==> src/rtl/cic_capture_ctrl_if.sv <==
// ============================================================================
// Module      : cic_capture_ctrl_if
// Description : Decimator handshake and sample-RAM write bus of the capture
//               controller.
// Revision    : 1.0 - initial release
// ============================================================================
`default_nettype none

interface cic_capture_ctrl_if #(
    parameter int DATA_WIDTH = 16,
    parameter int ADDR_WIDTH = 10
);
    logic                  dec_enabled;
    logic                  dec_strobe;
    logic [DATA_WIDTH-1:0] dec_data;
    logic                  wr_en;
    logic [ADDR_WIDTH-1:0] wr_addr;
    logic [DATA_WIDTH-1:0] wr_data;

    modport master (
        output dec_enabled,
        input  dec_strobe,
        input  dec_data,
        output wr_en,
        output wr_addr,
        output wr_data
    );

    modport slave (
        input  dec_enabled,
        output dec_strobe,
        output dec_data,
        input  wr_en,
        input  wr_addr,
        input  wr_data
    );
endinterface

`default_nettype wire

==> src/rtl/cic_capture_ctrl.sv <==
// ============================================================================
// Module      : cic_capture_ctrl
// Description : Enables the CIC decimator, discards settling outputs, waits
//               for an optional trigger and writes a capture into sample RAM.
// Revision    : 1.0 - initial release
// ============================================================================
`default_nettype none

module cic_capture_ctrl #(
    parameter int DATA_WIDTH   = 16,
    parameter int ADDR_WIDTH   = 10,
    parameter int SETTLE_COUNT = 4
) (
    input  wire logic                  clk,
    input  wire logic                  rst_n,
    input  wire logic                  i_start,
    input  wire logic                  i_abort,
    input  wire logic                  i_trigger_en,
    input  wire logic                  i_trigger,
    input  wire logic [ADDR_WIDTH-1:0] i_capture_len,
    output logic                       o_busy,
    output logic                       o_done,
    output logic [ADDR_WIDTH:0]        o_sample_count,
    cic_capture_ctrl_if.master         bus
);

    localparam int c_SW = (SETTLE_COUNT > 0) ? $clog2(SETTLE_COUNT + 1) : 1;
    localparam logic [c_SW-1:0] c_SETTLE_TGT = c_SW'(SETTLE_COUNT);

    typedef enum logic [2:0] {
        S_IDLE    = 3'd0,
        S_SETTLE  = 3'd1,
        S_ARMED   = 3'd2,
        S_CAPTURE = 3'd3,
        S_DONE    = 3'd4
    } state_t;

    state_t                r_state, w_state;
    logic [ADDR_WIDTH-1:0] r_len, w_len;
    logic                  r_trig_en, w_trig_en;
    logic [c_SW-1:0]       r_settle_cnt, w_settle_cnt;
    logic [ADDR_WIDTH:0]   r_count, w_count;
    logic                  r_wr_en, w_wr_en;
    logic [ADDR_WIDTH-1:0] r_wr_addr, w_wr_addr;
    logic [DATA_WIDTH-1:0] r_wr_data, w_wr_data;
    logic                  r_dec_en, w_dec_en;
    logic                  r_busy, w_busy;
    logic                  r_done, w_done;
    logic                  w_take;
    logic                  w_abort;

    always_comb begin
        w_state      = r_state;
        w_len        = r_len;
        w_trig_en    = r_trig_en;
        w_settle_cnt = r_settle_cnt;
        w_count      = r_count;
        w_wr_en      = 1'b0;
        w_wr_addr    = r_wr_addr;
        w_wr_data    = r_wr_data;
        w_dec_en     = r_dec_en;
        w_busy       = r_busy;
        w_done       = r_done;
        w_take       = 1'b0;
        w_abort      = 1'b0;

        case (r_state)
            S_IDLE, S_DONE: begin
                if (i_start) begin
                    w_len        = i_capture_len;
                    w_trig_en    = i_trigger_en;
                    w_done       = 1'b0;
                    w_count      = '0;
                    w_settle_cnt = '0;
                    w_dec_en     = 1'b1;
                    w_busy       = 1'b1;
                    if (SETTLE_COUNT == 0) begin
                        w_state = i_trigger_en ? S_ARMED : S_CAPTURE;
                    end else begin
                        w_state = S_SETTLE;
                    end
                end
            end
            S_SETTLE: begin
                if (i_abort) begin
                    w_abort = 1'b1;
                end else if (bus.dec_strobe) begin
                    w_settle_cnt = r_settle_cnt + 1'b1;
                    if (w_settle_cnt == c_SETTLE_TGT) begin
                        w_state = r_trig_en ? S_ARMED : S_CAPTURE;
                    end
                end
            end
            S_ARMED: begin
                if (i_abort) begin
                    w_abort = 1'b1;
                end else if (i_trigger) begin
                    w_state = S_CAPTURE;
                    w_take  = bus.dec_strobe;
                end
            end
            S_CAPTURE: begin
                if (i_abort) begin
                    w_abort = 1'b1;
                end else begin
                    w_take = bus.dec_strobe;
                end
            end
            default: begin
                w_state = S_IDLE;
            end
        endcase

        // The write and count update land one clock after the accepted strobe;
        // the low count bits are the address, so a full-depth capture never wraps.
        if (w_take) begin
            w_wr_en   = 1'b1;
            w_wr_addr = r_count[ADDR_WIDTH-1:0];
            w_wr_data = bus.dec_data;
            w_count   = r_count + 1'b1;
            if (r_count[ADDR_WIDTH-1:0] == r_len) begin
                w_state  = S_DONE;
                w_dec_en = 1'b0;
                w_busy   = 1'b0;
                w_done   = 1'b1;
            end
        end

        if (w_abort) begin
            w_state  = S_IDLE;
            w_dec_en = 1'b0;
            w_busy   = 1'b0;
        end
    end

    always_ff @(posedge clk or negedge rst_n) begin
        if (!rst_n) begin
            r_state      <= S_IDLE;
            r_len        <= '0;
            r_trig_en    <= 1'b0;
            r_settle_cnt <= '0;
            r_count      <= '0;
            r_wr_en      <= 1'b0;
            r_wr_addr    <= '0;
            r_wr_data    <= '0;
            r_dec_en     <= 1'b0;
            r_busy       <= 1'b0;
            r_done       <= 1'b0;
        end else begin
            r_state      <= w_state;
            r_len        <= w_len;
            r_trig_en    <= w_trig_en;
            r_settle_cnt <= w_settle_cnt;
            r_count      <= w_count;
            r_wr_en      <= w_wr_en;
            r_wr_addr    <= w_wr_addr;
            r_wr_data    <= w_wr_data;
            r_dec_en     <= w_dec_en;
            r_busy       <= w_busy;
            r_done       <= w_done;
        end
    end

    assign bus.dec_enabled = r_dec_en;
    assign bus.wr_en       = r_wr_en;
    assign bus.wr_addr     = r_wr_addr;
    assign bus.wr_data     = r_wr_data;
    assign o_busy          = r_busy;
    assign o_done          = r_done;
    assign o_sample_count  = r_count;

endmodule

`default_nettype wire
==> src/flat_wrapper.sv <==
// flat-port wrapper written by rule: the top's interface ports become plain ports
module cic_capture_ctrl_flat 
#(
    parameter int DATA_WIDTH   = 16,
    parameter int ADDR_WIDTH   = 10,
    parameter int SETTLE_COUNT = 4
)
  (clk, rst_n, i_start, i_abort, i_trigger_en, i_trigger, i_capture_len, o_busy, o_done, o_sample_count, bus_dec_enabled, bus_dec_strobe, bus_dec_data, bus_wr_en, bus_wr_addr, bus_wr_data);
  cic_capture_ctrl_if #(.DATA_WIDTH(DATA_WIDTH), .ADDR_WIDTH(ADDR_WIDTH)) bus_i ();
  input  wire logic clk;
  input  wire logic rst_n;
  input  wire logic i_start;
  input  wire logic i_abort;
  input  wire logic i_trigger_en;
  input  wire logic i_trigger;
  input  wire logic [ADDR_WIDTH-1:0] i_capture_len;
  output logic o_busy;
  output logic o_done;
  output logic [ADDR_WIDTH:0] o_sample_count;
  output wire logic [$bits(bus_i.dec_enabled)-1:0] bus_dec_enabled;
  input wire logic [$bits(bus_i.dec_strobe)-1:0] bus_dec_strobe;
  input wire logic [$bits(bus_i.dec_data)-1:0] bus_dec_data;
  output wire logic [$bits(bus_i.wr_en)-1:0] bus_wr_en;
  output wire logic [$bits(bus_i.wr_addr)-1:0] bus_wr_addr;
  output wire logic [$bits(bus_i.wr_data)-1:0] bus_wr_data;
  assign bus_dec_enabled = bus_i.dec_enabled;
  assign bus_i.dec_strobe = bus_dec_strobe;
  assign bus_i.dec_data = bus_dec_data;
  assign bus_wr_en = bus_i.wr_en;
  assign bus_wr_addr = bus_i.wr_addr;
  assign bus_wr_data = bus_i.wr_data;
  cic_capture_ctrl #(.DATA_WIDTH(DATA_WIDTH), .ADDR_WIDTH(ADDR_WIDTH), .SETTLE_COUNT(SETTLE_COUNT)) u_core (.clk(clk), .rst_n(rst_n), .i_start(i_start), .i_abort(i_abort), .i_trigger_en(i_trigger_en), .i_trigger(i_trigger), .i_capture_len(i_capture_len), .o_busy(o_busy), .o_done(o_done), .o_sample_count(o_sample_count), .bus(bus_i));
endmodule
==> config.mk <==
export PLATFORM = sky130hd
export DESIGN_NAME = cic_capture_ctrl_flat
export DESIGN_NICKNAME = d
export VERILOG_FILES = /design/src/rtl/cic_capture_ctrl_if.sv /design/src/rtl/cic_capture_ctrl.sv /design/src/flat_wrapper.sv
export SDC_FILE = /design/constraint.sdc
export NUM_CORES = 1
export LEC_CHECK = 0
export BUFFER_PORTS_ARGS = -buffer_cell sky130_fd_sc_hd__buf_2
export CAP_MARGIN = 40
export CORE_ASPECT_RATIO = 0.75
export CORE_UTILIZATION = 51
export DETAILED_ROUTE_END_ITERATION = 8
export GPL_ROUTABILITY_DRIVEN = 0
export PLACE_DENSITY = 0.81
export SLEW_MARGIN = 40
export SYNTH_ARGS = -nofsm -noshare
export SYNTH_HDL_FRONTEND = slang
export SYNTH_SLANG_ARGS = --single-unit
==> constraint.sdc <==
create_clock -name clk -period 1.8 [get_ports clk]
set_input_delay 0.09 -clock clk [delete_from_list [all_inputs] [get_ports clk]]
set_output_delay 0.09 -clock clk [all_outputs]
set_load 0.1 [all_outputs]
Yosys cells after proc, flatten, opt, wreduce, memory -nomap -nowiden --
Cells that the tools add are included.
Storage, ports and cells: register bits after elaboration 58
Cells by class: add/subtract/negate cells 2, equality and inequality tests 9, multiplexer cells 39, reductions and logical operators 9
Operators by type and width (number):
- 2-to-1 mux 3 bit | 12
- 2-to-1 mux 11 bit | 3
- 2-to-1 mux 1 bit | 21
- case mux 3 bit (4 select lines) | 1
- adder 11 x 1 -> 11 bit, second input constant | 1
- == test 10 bit | 1
- == test 3 x 2 -> 1 bit, second input constant | 2
- == test 3 bit, second input constant | 2
- != test 2 bit, second input constant | 3
- case mux 3 bit (2 select lines) | 1
- nonzero test 2 bit | 3
- AND reduction 2 bit | 2
- AND reduction 4 bit | 1
- adder 3 x 1 -> 3 bit, second input constant | 1
- == test 3 x 1 -> 1 bit, second input constant | 1
- zero test 3 bit | 1
- OR reduction 3 bit | 1
- case mux 1 bit (2 select lines) | 1
- OR reduction 2 bit | 1

Depth between registers and ports, before layout --
Gate-level depths: netlist (run 1).
depth in word-level cells 9, depth in mapped cells 7

Least setup slack after synthesis (run 1) --
Ideal clock, no wire load.
path kind register to register, from reg u_core.r_count[0] (netlist: u_core.o_sample_count[0]), to reg u_core.r_count[8] (netlist: u_core.o_sample_count[8]), data arrival time 2.027 ns, slack -0.299 ns, cell stages (with the launch flop) 5, path buffers 0, cells stage by stage dfrtp_1 ha_1 nand3_1 or4_1 nand3_1
On the way: cells in the longest elaborated chain, start to end 2
RTL lines:
- start: declaration | RTL line cic_capture_ctrl.sv:42 | logic [ADDR_WIDTH:0] r_count, w_count;
- start signal: assignment | RTL line cic_capture_ctrl.sv:154 | r_count <= w_count;
- adder 11 x 1 -> 11 bit | RTL line cic_capture_ctrl.sv:120 | w_count = r_count + 1'b1;
- 2-to-1 mux 11 bit | RTL line cic_capture_ctrl.sv:116 | if (w_take) begin
No other way between the ends. A chain may end at the register's enable or synchronous reset.

Worst setup path in the final report (run 1) --
from in i_abort, to reg u_core.r_count[6] (netlist: u_core.o_sample_count[6])
On the way: cells in the longest elaborated chain, start to end 4, elaborated cells between the ends (all ways) 7, those cells by class mux: 4; reduce/logical: 3
RTL lines:
- start: declaration | RTL line flat_wrapper.sv:13 | input wire logic i_abort;
- 2-to-1 mux 1 bit, on equally long branches | RTL line cic_capture_ctrl.sv:103, cic_capture_ctrl.sv:95
- case mux 1 bit (2 select lines) * | RTL line cic_capture_ctrl.sv:67 | case (r_state)
- nonzero test 2 bit (no source line)
- AND reduction 2 bit (no source line)
Mark *: on every way between the ends. The rest lies on a longest branch, timed or not.

==> flow_results.org, run 1 <==
** Finish
- Registers take 1460 um^2.
- Combined area of the multi-input logic cells :: 1060 um^2
- ANT cells :: 0
- Post-route cell area :: 3560 um^2
- The area growth from synthesis to layout is 37.7%.
- Share of layout cells above drive strength 1 :: 30.0%
- Fill cell count :: 375
- After the last flow step, the layout net total stands at 421.

** Timing
- Setup repair after global routing left no endpoint under its margin.
- Setup slack on the critical path of the routed design comes to 0.0973 ns.
- Crit path time final :: 1.70 ns
- Worst clock skew :: 0.00543 ns
- Share of the clock period used by the worst path after layout :: 94.6%
- Hold timing on the final database bottoms out at a slack of 0.135 ns.
- Setup violations remaining at the end of the flow were counted as 0.
- Count of final hold-check violations :: 0
- The final-report max-slew violation count is 0.
- Derived from the worst setup path, the maximum achievable clock frequency is 587 MHz.
- Setup total negative slack on the finished layout was measured at 0 ns.
- Relative max-transition margin :: 60.8%
- Slew of the pin with the lowest slew margin :: 0.589 ns

** Run status
- Failing checks :: design-rule violations
- The flow ran to the end, but the final reports show violations.

** Power and ir drop
- Combinational Power Share :: 28.1%
- Switching Power :: 1.40 mW
- The worst-case IR drop observed on VDD is 0.000774 V.
- Internal power comes to 2.48 mW.
- The analysis attributes to cell leakage a power of 1.94 nW.
- In this run switching power makes up 36.1% of total power.
- Fraction of power consumed by the clock network :: 31.2%
- Of the total power, registers draw 40.7%.
- For this design the ratio of total power to cell area is 1090 nW/um^2.

** Synthesis
- Proportion of synthesized chip area in sequential cells :: 56.1%
- Yosys cell types :: 38
- Total of flip-flops plus latches after synthesis :: 58
- Yosys attributes the largest share of cell area to dfrtp_1 56%, nand2_1 18%, xnor2_1 3.4%.
- The synthesized design contains 0 enable-type register cells.
- The commonest cells after synthesis are 121 x nand2_1, 58 x dfrtp_1, 10 x xnor2_1.
- Summed over its instances, the top area cell type makes up 56.1% of the synthesized netlist area.
- Syn nets :: 311
- After technology mapping, the gate count stands at 275.
- The synthesized netlist occupies a cell area of 2590 um^2.
- Cell with the most instances after synthesis :: nand2_1
- Post-synthesis area per instance :: 9.41 um^2
- Async set-reset flop share out of synthesis :: 100%
- The most used flip-flop cell after synthesis is dfrtp_1.
- The Yosys step of the flow raised 0 warnings.
- The synthesized design spends more area on one cell type than any other, namely dfrtp_1.

** Worst setup path
- By startpoint and endpoint, the worst setup path is classified as in -> reg.
- CP startpoint kind :: input port
- Number of buffers and inverters on the critical path :: 3
- The worst setup path is captured at a flop.
- The largest individual stage delay along the critical path comes from the cell dlygate4sd3_1.
- CP max stage delay :: 0.53 ns
- Peak fanout along the critical path :: 29
- Worst EP required :: 2.05 ns
- The cell family contributing the most delay on the critical path is buffers and inverters.
- Ordered cell list for the critical path :: dlygate4sd3_1 > buf_2 > nand4bb_1 > or2_4 > buf_4 > or3_1 > o21ai_0
- At the worst endpoint, the arrival time is 1.95 ns.

** Die
- Number of placement rows :: 22
- Once the floorplan was initialized, standard cells occupied 52.8% of the core.
- Core ar. :: 4900 um^2
- Die Height :: 63.7 um
- Die footprint :: 5370 um^2
- Die Width :: 84.3 um
- Boundary Pins :: 74

** Routing
- After the first detailed-routing iteration, the DRC count stood at 124.
- Once detail routing completed, the nets flagged for antenna violations numbered 0.
- After detailed routing, the total wire length is 5900 um.
- In the final routed layout, each cell accounts on average for 13.1 um.
- Using the TritonRoute via totals, the vias-per-cell ratio works out to 4.90.
- Vias :: 2,206
- Post-route DRC violation count :: 10
- Before antenna repair, the detailed router went through 6 iterations.

** Worst hold path
- The tightest min-delay check is of the in -> reg type.

** GRT
- For this run the aggregate overflow at the end of global routing stands at 0.
- The via count of the first global-routing pass is 2,118.
- The first global-routing pass estimated 9820 um of wire.
- Number of antenna violations at the first check in global routing :: 0
- Overall Global Routing Usage :: 24.3%
- Largest net degree at the start of global routing :: 34

** Clock network
- Counting the buffers created by CTS gives 9.
- CTS sink count :: 58
- Clock insertion delay at the later pin of the skew report :: 0.34 ns
- The clock tree synthesis step divided the H-tree into 3 levels.
- The longest clock path from root to sink contains 2 buffers.
- Clock-pin slew on the worst setup and hold paths :: 0.06 ns
- TritonCTS built the clock tree.
- Cell chosen for the clock root :: clkbuf_8

** Job
- Max-cap check violation count :: 0

** Place
- After legalization and detailed placement, the total HPWL measured 3900 um.
- Cell Area, Placed :: 3060 um^2
- PortBufs :: 73
- Prior to clock tree synthesis, the placed netlist has a worst setup slack of 0.113 ns.
==> worst register-to-register path: cells and delay by family (launching register included) <==
family,cells,cell delay [ns]
simple gates,3,0.88
flops,1,0.38
buf+inv,1,0.24
compound gates,1,0.08
==> cell usage in the layout (no fill, tap or decap), types with 6 or more instances in the layout <==
| cell | n |
|---|---|
| nand3_1 | 6 |
| dlygate4sd3_1 | 29 |
| xnor2_1 | 10 |
| clkbuf_8 | 11 |
| nand2_1 | 121 |
| nor2_1 | 8 |
| buf_4 | 9 |
| dfrtp_2 | 10 |
| o21ai_0 | 8 |
| dfrtp_1 | 48 |
| buf_2 | 73 |
==> per-layer routing <==
layer / wire [um] / global-route usage (%) / vias to the layer above / share of wire [%]
li1: - / - / 1120 / -
met1: 2830 / 31.9 / 1017 / 48
met2: 2720 / 38.1 / 61 / 46
met3: 268 / 6.29 / 8 / 4.5
met4: 77 / 11.4 / 0 / 1.3
met5: 0 / 0 / - / 0
==> registers in the layout, indices dropped and copies added, names as in the netlist <==
name                    count
u_core.bus.wr_en            1
u_core.bus.wr_data         16
u_core.o_done               1
u_core.r_settle_cnt         3
u_core.r_state              3
u_core.o_sample_count      11
u_core.r_len               10
u_core.bus.wr_addr         10
u_core.r_trig_en            1
u_core.o_busy               1
u_core.bus.dec_enabled      1
==> through the flow <==
step / power [mW] / utilization (%) / instances
6_report: 3.88 / 72.7 / 450
3_3_place_gp: 2.61 / 62.5 / 405
2_1_floorplan: 2.40 / - / 275
4_1_cts: 3.91 / 72.7 / 450
5_1_grt: 4.06 / 72.7 / 450
3_5_place_dp: 2.64 / 62.5 / 405
==> worst paths after layout <==
| path | from | to | slack, ns | cells after the start |
|---|---|---|---|---|
| hold reg to reg | u_core.bus.wr_data[9] | u_core.bus.wr_data[9] | 0.47 | 2 |
| hold / removal | bus_dec_strobe | u_core.r_state[1] | 0.13 | 3 |
| setup reg to reg | u_core.r_state[2] | u_core.o_sample_count[6] | 0.14 | 5 |
| min in group asynchronous | rst_n | u_core.bus.wr_data[7] | 0.29 | 2 |
| setup / recovery | i_abort | u_core.o_sample_count[6] | 0.1 | 7 |
| max in group asynchronous | rst_n | u_core.o_sample_count[5] | 0.92 | 3 |
==> power groups by stage <==
stage / registers, mW / logic, mW / clock network (mW)
finish: 1.58 / 1.09 / 1.21
global route: 1.59 / 1.16 / 1.30
detailed placement: 1.60 / 1.04 / 0
CTS: 1.58 / 1.09 / 1.24
global placement: 1.59 / 1.02 / 0
floorplan: 2.08 / 0.315 / 0
==> repair_timing <==
action                     in CTS  in global routing
hold buffers                   29                  0
setup endpoints to repair       0                 19
gates resized for setup         0                  1
hold endpoints to repair       53                  0
buffers inserted                0                  0
==> area by class of cell <==
| cell class | count | area share, % |
|---|---|---|
| sequential | 58 | 41.1 |
| multi-input combinational | 200 | 29.7 |
| timing repair buffer | 112 | 20.9 |
| clock buffer | 12 | 4.35 |
| tap | 60 | 2.11 |
| clock inverter | 4 | 1.40 |
| inverter | 4 | 0.527 |
==> cells by family after synthesis <==
kind of cell | Yosys count | synth area share (%)
compound gates | 21 | 4.93
xor+xnor | 11 | 3.72
fa+ha+maj | 3 | 1.45
buf+inv | 17 | 3.09
flops | 58 | 56.1
mux | 8 | 3.24
simple gates | 157 | 27.5
Power figures use the tool's default switching activity.
==> run 2, diff against run 1 <==
CORE_UTILIZATION = 45   (was 51)
PLACE_DENSITY = 0.73   (was 0.81)
==> flow_results.org, run 2 (synthesis gave the netlist of run 1 again) <==
** Run status
- Outcome: finished, final reports clean (was complete, but fails checks).

** GRT
- The via count of the first global-routing pass is 1,944 (was 2,118).
- The maximum number of pins on one net before global-route repair was 37 (was 34).
- Total global routing overflow :: 0 (unchanged)
- The global-route wire length before repair came to 9450 um (was 9820 um).
- The all-layer global routing usage was 21.6% (was 24.3%).
- Number of antenna violations at the first check in global routing :: 0 (unchanged)

** Die
- The core box area was 5440 um^2 (was 4900 um^2).
- Boundary Pins :: 74 (unchanged)
- The die footprint was 6060 um^2 (was 5370 um^2).
- The number of rows in the core area is 23 (was 22).
- Starting utilization of the core area :: 47.6% (was 52.8%)
- The overall die width was 89.6 um (was 84.3 um).
- The overall die height is 67.7 um (was 63.7 um).

** Clock network
- Total CTS buffers :: 9 (unchanged)
- The TritonCTS clock tree is built (unchanged).
- Clock Tree Buf Depth :: 2 (unchanged)
- The number of clock sinks seen by CTS was 58 (unchanged).
- The latest clock arrival within the worst-skew pair was 0.35 ns (was 0.34 ns).
- The H-tree depth came to 3 (unchanged).
- Cell chosen for the clock root :: clkbuf_8 (unchanged)
- The clock transition at the registers of the reported paths came to 0.07 ns (was 0.06 ns).

** Timing
- The sum of negative setup slack came to 0 ns (unchanged).
- The achievable frequency is 582 MHz (was 587 MHz).
- The minimum clock period came to 1.72 ns (was 1.70 ns).
- Relative max-transition margin :: 64.9% (was 60.8%)
- Worst clock skew :: 0.00813 ns (was 0.00543 ns)
- The final cycle utilization of the critical path is 95.4% (was 94.6%).
- The final-report max-slew violation count came to 0 (unchanged).
- Count of final hold-check violations :: 0 (unchanged)
- RSZ-0062 raised after global routing :: false (unchanged)
- The number of endpoints failing setup at the final stage was 0 (unchanged).
- The actual slew at the worst max-slew pin came to 0.526 ns (was 0.589 ns).

** Power and ir drop
- Leakage power :: 1.94 nW (about the same)
- Max rail drop VDD :: 0.000982 V (was 0.000774 V)
- PwrDens :: 1070 nW/um^2 (was 1090 nW/um^2)

** Routing
- Via count normalized by instance count :: 4.78 (was 4.90)
- The average wire per standard cell came to 12.9 um (was 13.1 um).
- DRC marker count from the first detailed-route iteration :: 116 (was 124)
- Post-route DRC violation count :: 0 (was 10)
- The routed wire length came to 6000 um (was 5900 um).
- Antenna-violating nets left :: 0 (unchanged)
- The number of detailed-route iterations in the first pass is 5 (was 6).
- Vias :: 2,228 (was 2,206)

** Place
- The HPWL after detailed placement was 3870 um (was 3900 um).
- The total instance count after detailed placement was 420 (was 405).
- The number of buffers inserted by port buffering is 73 (unchanged).

** Finish
- The fraction of final layout cells with drive strength greater than 1 is 30.4% (was 30.0%).
- Most frequent cells in the layout :: 121 x nand2_1, 73 x buf_2, 48 x dfrtp_1, 29 x dlygate4sd3_1, 11 x buf_4 (was 121 x nand2_1, 73 x buf_2, 48 x dfrtp_1, 29 x dlygate4sd3_1, 11 x clkbuf_8)
- Most common cell after layout, fill and taps aside :: nand2_1 (unchanged)
- The number of diodes was 0 (unchanged).
- The number of nets in the finished design was 423 (was 421).
- The number of flip-flops under the largest register name came to 16 (unchanged).
- Final cell count without fillers :: 466 (was 450)
- Synth-to-Final Area Change :: 38.5% (was 37.7%)

** Worst setup path
- The critical path arrival was 1.98 ns (was 1.95 ns).
- Critical path endpoint category :: flop (unchanged)
- Cell type of the slowest stage on the worst timing path :: dlygate4sd3_1 (unchanged)
- The largest fanout of any net on the critical path came to 11 (was 29).
- Number of buffers and inverters on the critical path :: 3 (unchanged)
- Worst EP required :: 2.06 ns (was 2.05 ns)
- Cell class contributing the biggest share of worst-path delay :: buffers and inverters (unchanged)
- The startpoint type of the worst setup path is an input port (unchanged).
- CP max stage delay :: 0.53 ns (about the same)
- The start-to-end type of the worst setup path is in -> reg (unchanged).
- Ordered cell list for the critical path: dlygate4sd3_1 > buf_2 > nand4bb_1 > or2_4 > buf_4 > nor4_4 > mux2i_1 (was dlygate4sd3_1 > buf_2 > nand4bb_1 > or2_4 > buf_4 > or3_1 > o21ai_0).
- The setup slack of the most critical reg-to-reg path was 0.12 ns (was 0.14 ns).

** Job
- The reported max-cap violation count is 0 (unchanged).

** Worst hold path
- The path category of the worst min-delay check is in -> reg (unchanged).
-- run 2: cell count changes in the layout (fill, tap and decap cells not counted) --
| cell | before | now |
|---|---|---|
| buf_4 | 9 | 11 |
| clkbuf_1 | 1 | 0 |
| clkbuf_8 | 11 | 10 |
| clkinv_2 | 1 | 2 |
-- run 2: layout make-up --
cell class                 count  area (um^2)
multi-input combinational    200         1060
fill                         451         1850
inverter                       4         18.8
clock buffer                  10          138
timing repair buffer         114          758
sequential                    58         1460
clock inverter                 5         55.1
tap                           75         93.8
-- run 2: report_power, final --
group / switching (mW) / internal [mW] / total, mW
Clock: 0.511 / 0.662 / 1.17
Combinational: 0.794 / 0.295 / 1.09
Sequential: 0.110 / 1.47 / 1.58
Total: 1.41 / 2.43 / 3.84
-- run 2: stage by stage --
stage               hold slack [ns]  setup slack [ns]  utilization [%]  power, mW  cell area [um^2]
floorplan                    -0.206            0.0193                -       2.40              2600
global placement              0.106             0.120             56.7       2.61              3080
detailed placement            0.109            0.0565             56.7       2.64              3080
CTS                           0.107            0.0479             65.6       3.89              3570
global route                  0.151            0.0328             65.9       4.03              3580
finish                        0.129            0.0821             65.9       3.84              3580
-- run 2: final timing paths --
kind | cells after the start | endpoint | from
min in group asynchronous | 2 | u_core.r_len[6] | rst_n
min reg2reg | 2 | u_core.bus.wr_data[4] | u_core.bus.wr_data[4]
max | 7 | u_core.o_sample_count[9] | i_abort
max in group asynchronous | 3 | u_core.o_sample_count[7] | rst_n
min | 3 | u_core.r_state[1] | bus_dec_strobe
max reg2reg | 5 | u_core.o_sample_count[9] | u_core.r_state[2]
-- run 2: worst min-delay path, cell delays in order --
cell and delay, ns:
buf_2 0.12, a31oi_1 0.16, nor4_1 0.06
-- run 2: per-layer routing --
layer	share of wire, %	vias to the layer above	wire length, um	GRT usage (%)
li1	-	1125	-	-
met1	48	1026	2890	28.7
met2	45	64	2720	32.5
met3	4.6	13	276	6.36
met4	1.9	0	114	10.1
met5	0	-	0	0
-- run 2: what timing repair did --
action / 4_1_cts / 5_1_grt
setup buffers: 0 / 2
hold buffers: 29 / 0
resized for setup: 0 / 1
endpoints found under the setup margin: 0 / 26
endpoints found under the hold margin: 50 / 0
==> run 3, diff against run 2 <==
PLACE_DENSITY = 0.75   (was 0.73)
clock period = 1.5 ns   (was 1.8 ns; I/O delays follow)
==> flow_results.org, run 3 (synthesis gave the netlist of run 1 again) <==
** Run status
- Outcome: complete, but fails checks (was finished, final reports clean).
- The checks that failed: negative setup slack.

** Timing
- Worst clock skew :: 0.00762 ns (was 0.00813 ns)
- RSZ-0062 raised after global routing: true (was false).
- Share of the clock period used by the worst path after layout :: 104%
- The worst relative slew slack came to 66.8% (was 64.9%).
- The final hold violation count is 0 (unchanged).
- Counting I/O delays and the setup requirement, the final critical path takes 1.56 ns.
- The worst path setup slack after routing came to -0.0584 ns (was 0.0821 ns).
- Slew Limit Fails :: 0 (unchanged)
- Maximum operating frequency :: 642 MHz
- Final count of negative-setup-slack endpoints :: 7 (was 0)
- The worst slack on hold paths was 0.0531 ns (was 0.129 ns).
- Slew of the pin with the lowest slew margin :: 0.502 ns (was 0.526 ns)

** Place
- The HPWL after detailed placement is 4280 um (was 3870 um).
- PortBufs :: 73 (unchanged)

** Routing
- Drt pass-1 iters :: 4 (was 5)
- The average wire per standard cell was 13.4 um (was 12.9 um).
- The via density per instance came to 4.86 (was 4.78).
- The routed wire length came to 6490 um (was 6000 um).
- Post-route DRC violation count :: 0 (unchanged)
- Vias :: 2,346 (was 2,228)
- The post-route antenna net violation count was 0 (unchanged).
- DRC marker count from the first detailed-route iteration :: 144 (was 116)

** Worst setup path
- The setup slack of the most critical reg-to-reg path is -0.06 ns (was 0.12 ns).
- Arrival time worst endpoint :: 1.83 ns (was 1.98 ns)
- Worst flop-to-flop path startpoint :: u_core.r_state[2] (unchanged)
- Critical path start-end classification :: reg -> reg (was in -> reg)
- The worst reg2reg path endpoint was u_core.o_sample_count[8] (was u_core.o_sample_count[9]).
- The startpoint type of the worst setup path is a flop (was input port).
- Cell count of the worst reg-to-reg path :: 4 (was 5)
- The endpoint class of the critical path is a flop (unchanged).
- The required time reported for the critical path endpoint was 1.77 ns (was 2.06 ns).
- Peak fanout along the critical path :: 6 (was 11)

** Power and ir drop
- The static leakage is 2.07 nW (was 1.94 nW).
- The total power divided by cell area is 1290 nW/um^2 (was 1070 nW/um^2).
- Max rail drop VDD :: 0.000894 V (was 0.000982 V)

** Clock network
- The TritonCTS clock tree is built (unchanged).
- The H-tree depth was 3 (unchanged).
- CTS sink count :: 58 (unchanged)
- Cell chosen for the clock root :: clkbuf_8 (unchanged)
- The latest clock arrival within the worst-skew pair came to 0.33 ns (was 0.35 ns).
- The number of buffers created by CTS was 9 (unchanged).
- The clock transition at the registers of the reported paths is 0.06 ns (was 0.07 ns).
- The buffer levels on the longest clock path is 2 (unchanged).

** Finish
- The number of diodes was 0 (unchanged).
- The leading cell type in the layout, fill and taps excluded is nand2_1 (unchanged).
- The final core area utilization is 71.1% (was 65.9%).
- Most frequent cells in the layout :: 121 x nand2_1, 73 x buf_2, 48 x dfrtp_1, 28 x dlygate4sd3_1, 24 x buf_4 (was 121 x nand2_1, 73 x buf_2, 48 x dfrtp_1, 29 x dlygate4sd3_1, 11 x buf_4)
- The number of nets in the finished design was 439 (was 423).
- The fraction of final layout cells with drive strength greater than 1 is 35.8% (was 30.4%).
- Number of flip-flops in the largest register :: 16 (unchanged)
- The area growth from synthesis to final layout came to 49.4% (was 38.5%).

** Die
- Die footprint :: 6060 um^2 (unchanged)
- Die Height :: 67.7 um (unchanged)
- The number of rows in the core area was 23 (unchanged).
- The overall die width is 89.6 um (unchanged).
- The starting density of the core was 47.6% (unchanged).
- Boundary Pins :: 74 (unchanged)
- Core ar. :: 5440 um^2 (unchanged)

** GRT
- The all-layer global routing usage was 23.8% (was 21.6%).
- The maximum number of pins on one net before global-route repair came to 42 (was 37).
- The number of antenna violations at the first check in global routing came to 0 (unchanged).
- The remaining global-route overflow was 0 (unchanged).
- The global-route wire length before repair was 10,400 um (was 9450 um).
- Number of global-route vias before repair :: 2,244 (was 1,944)

** Worst hold path
- End point of the most critical hold path :: u_core.r_state[1] (unchanged)
- Count of cells along the worst hold path :: 3 (unchanged)
- Type of the worst min-delay path :: in -> reg (unchanged)
- Launch instance of the worst min-delay path :: i_abort (was bus_dec_strobe)

** Job
- The reported max-cap violation count is 0 (unchanged).
[run 3: changes by cell type in the layout (fill, tap and decap cells not counted), moves of 3 or more]
cell     before  now
buf_4        11   24
mux2_4        0    3
buf_6         0    4
mux2_2        3    0
dfrtp_2      10    2
dfrtp_4       0    8
[run 3: area by class of cell]
type / count / area [um^2]
clock buffer: 11 / 131
clock inverter: 5 / 103
fill: 433 / 1570
inverter: 4 / 18.8
multi-input combinational: 200 / 1150
sequential: 58 / 1480
tap: 75 / 93.8
timing repair buffer: 130 / 891
[run 3: report_power, final]
part | leakage [nW] | total (mW) | switching (mW) | internal, mW
registers | 0.762 | 1.89 | 0.127 | 1.76
clock network | 0.114 | 1.69 | 0.591 | 1.10
logic | 1.19 | 1.40 | 0.981 | 0.419
total | 2.07 | 4.99 | 1.70 | 3.29
[run 3: metrics by stage]
step / power [mW] / setup TNS (ns) / setup WS (ns) / cell area (um^2) / cells
floorplan: 2.89 / -0.631 / -0.102 / 2650 / 275
global placement: 3.17 / -0.00610 / -0.00373 / 3240 / 435
detailed placement: 3.21 / -0.210 / -0.0462 / 3240 / 435
CTS: 4.98 / -0.166 / -0.0371 / 3780 / 482
global route: 5.22 / -0.626 / -0.0770 / 3870 / 483
finish: 4.99 / -0.136 / -0.0584 / 3870 / 483
[run 3: repair_timing]
action                                  in CTS  in global routing
resized for setup                            2                 19
cloned                                       0                  0
endpoints found under the setup margin      27                 44
pin swaps                                    5                  6
setup buffers                                3                  2
hold buffers                                28                  0
hold endpoints to repair                    44                  0
[run 3: worst max-delay path: stages (launching register included)]
cell and delay, ns:
dfrtp_1 0.38, nand4bb_1 0.20, or2_4 0.31, or4_4 0.52
nand3_2 0.08
[run 3: worst max path at each step]
stage	from	to	slack, ns
2_1_floorplan	u_core.o_sample_count[5]	u_core.r_state[2]	-0.10
3_3_place_gp	u_core.r_state[0]	u_core.bus.wr_data[11]	-0.004
3_5_place_dp	u_core.r_state[2]	u_core.o_sample_count[8]	-0.05
4_1_cts	u_core.r_state[2]	u_core.o_sample_count[8]	-0.04
5_1_grt	u_core.r_settle_cnt[0]	u_core.r_state[0]	-0.08
6_report	u_core.r_state[2]	u_core.o_sample_count[8]	-0.06
[run 3: metal layers]
layer,vias up,global-route usage (%),routed length (um)
met1,1112,30.3,2970
met2,66,38.4,3120
met4,0,10.1,120
met5,-,0,0
met3,12,6.60,285
li1,1156,-,-
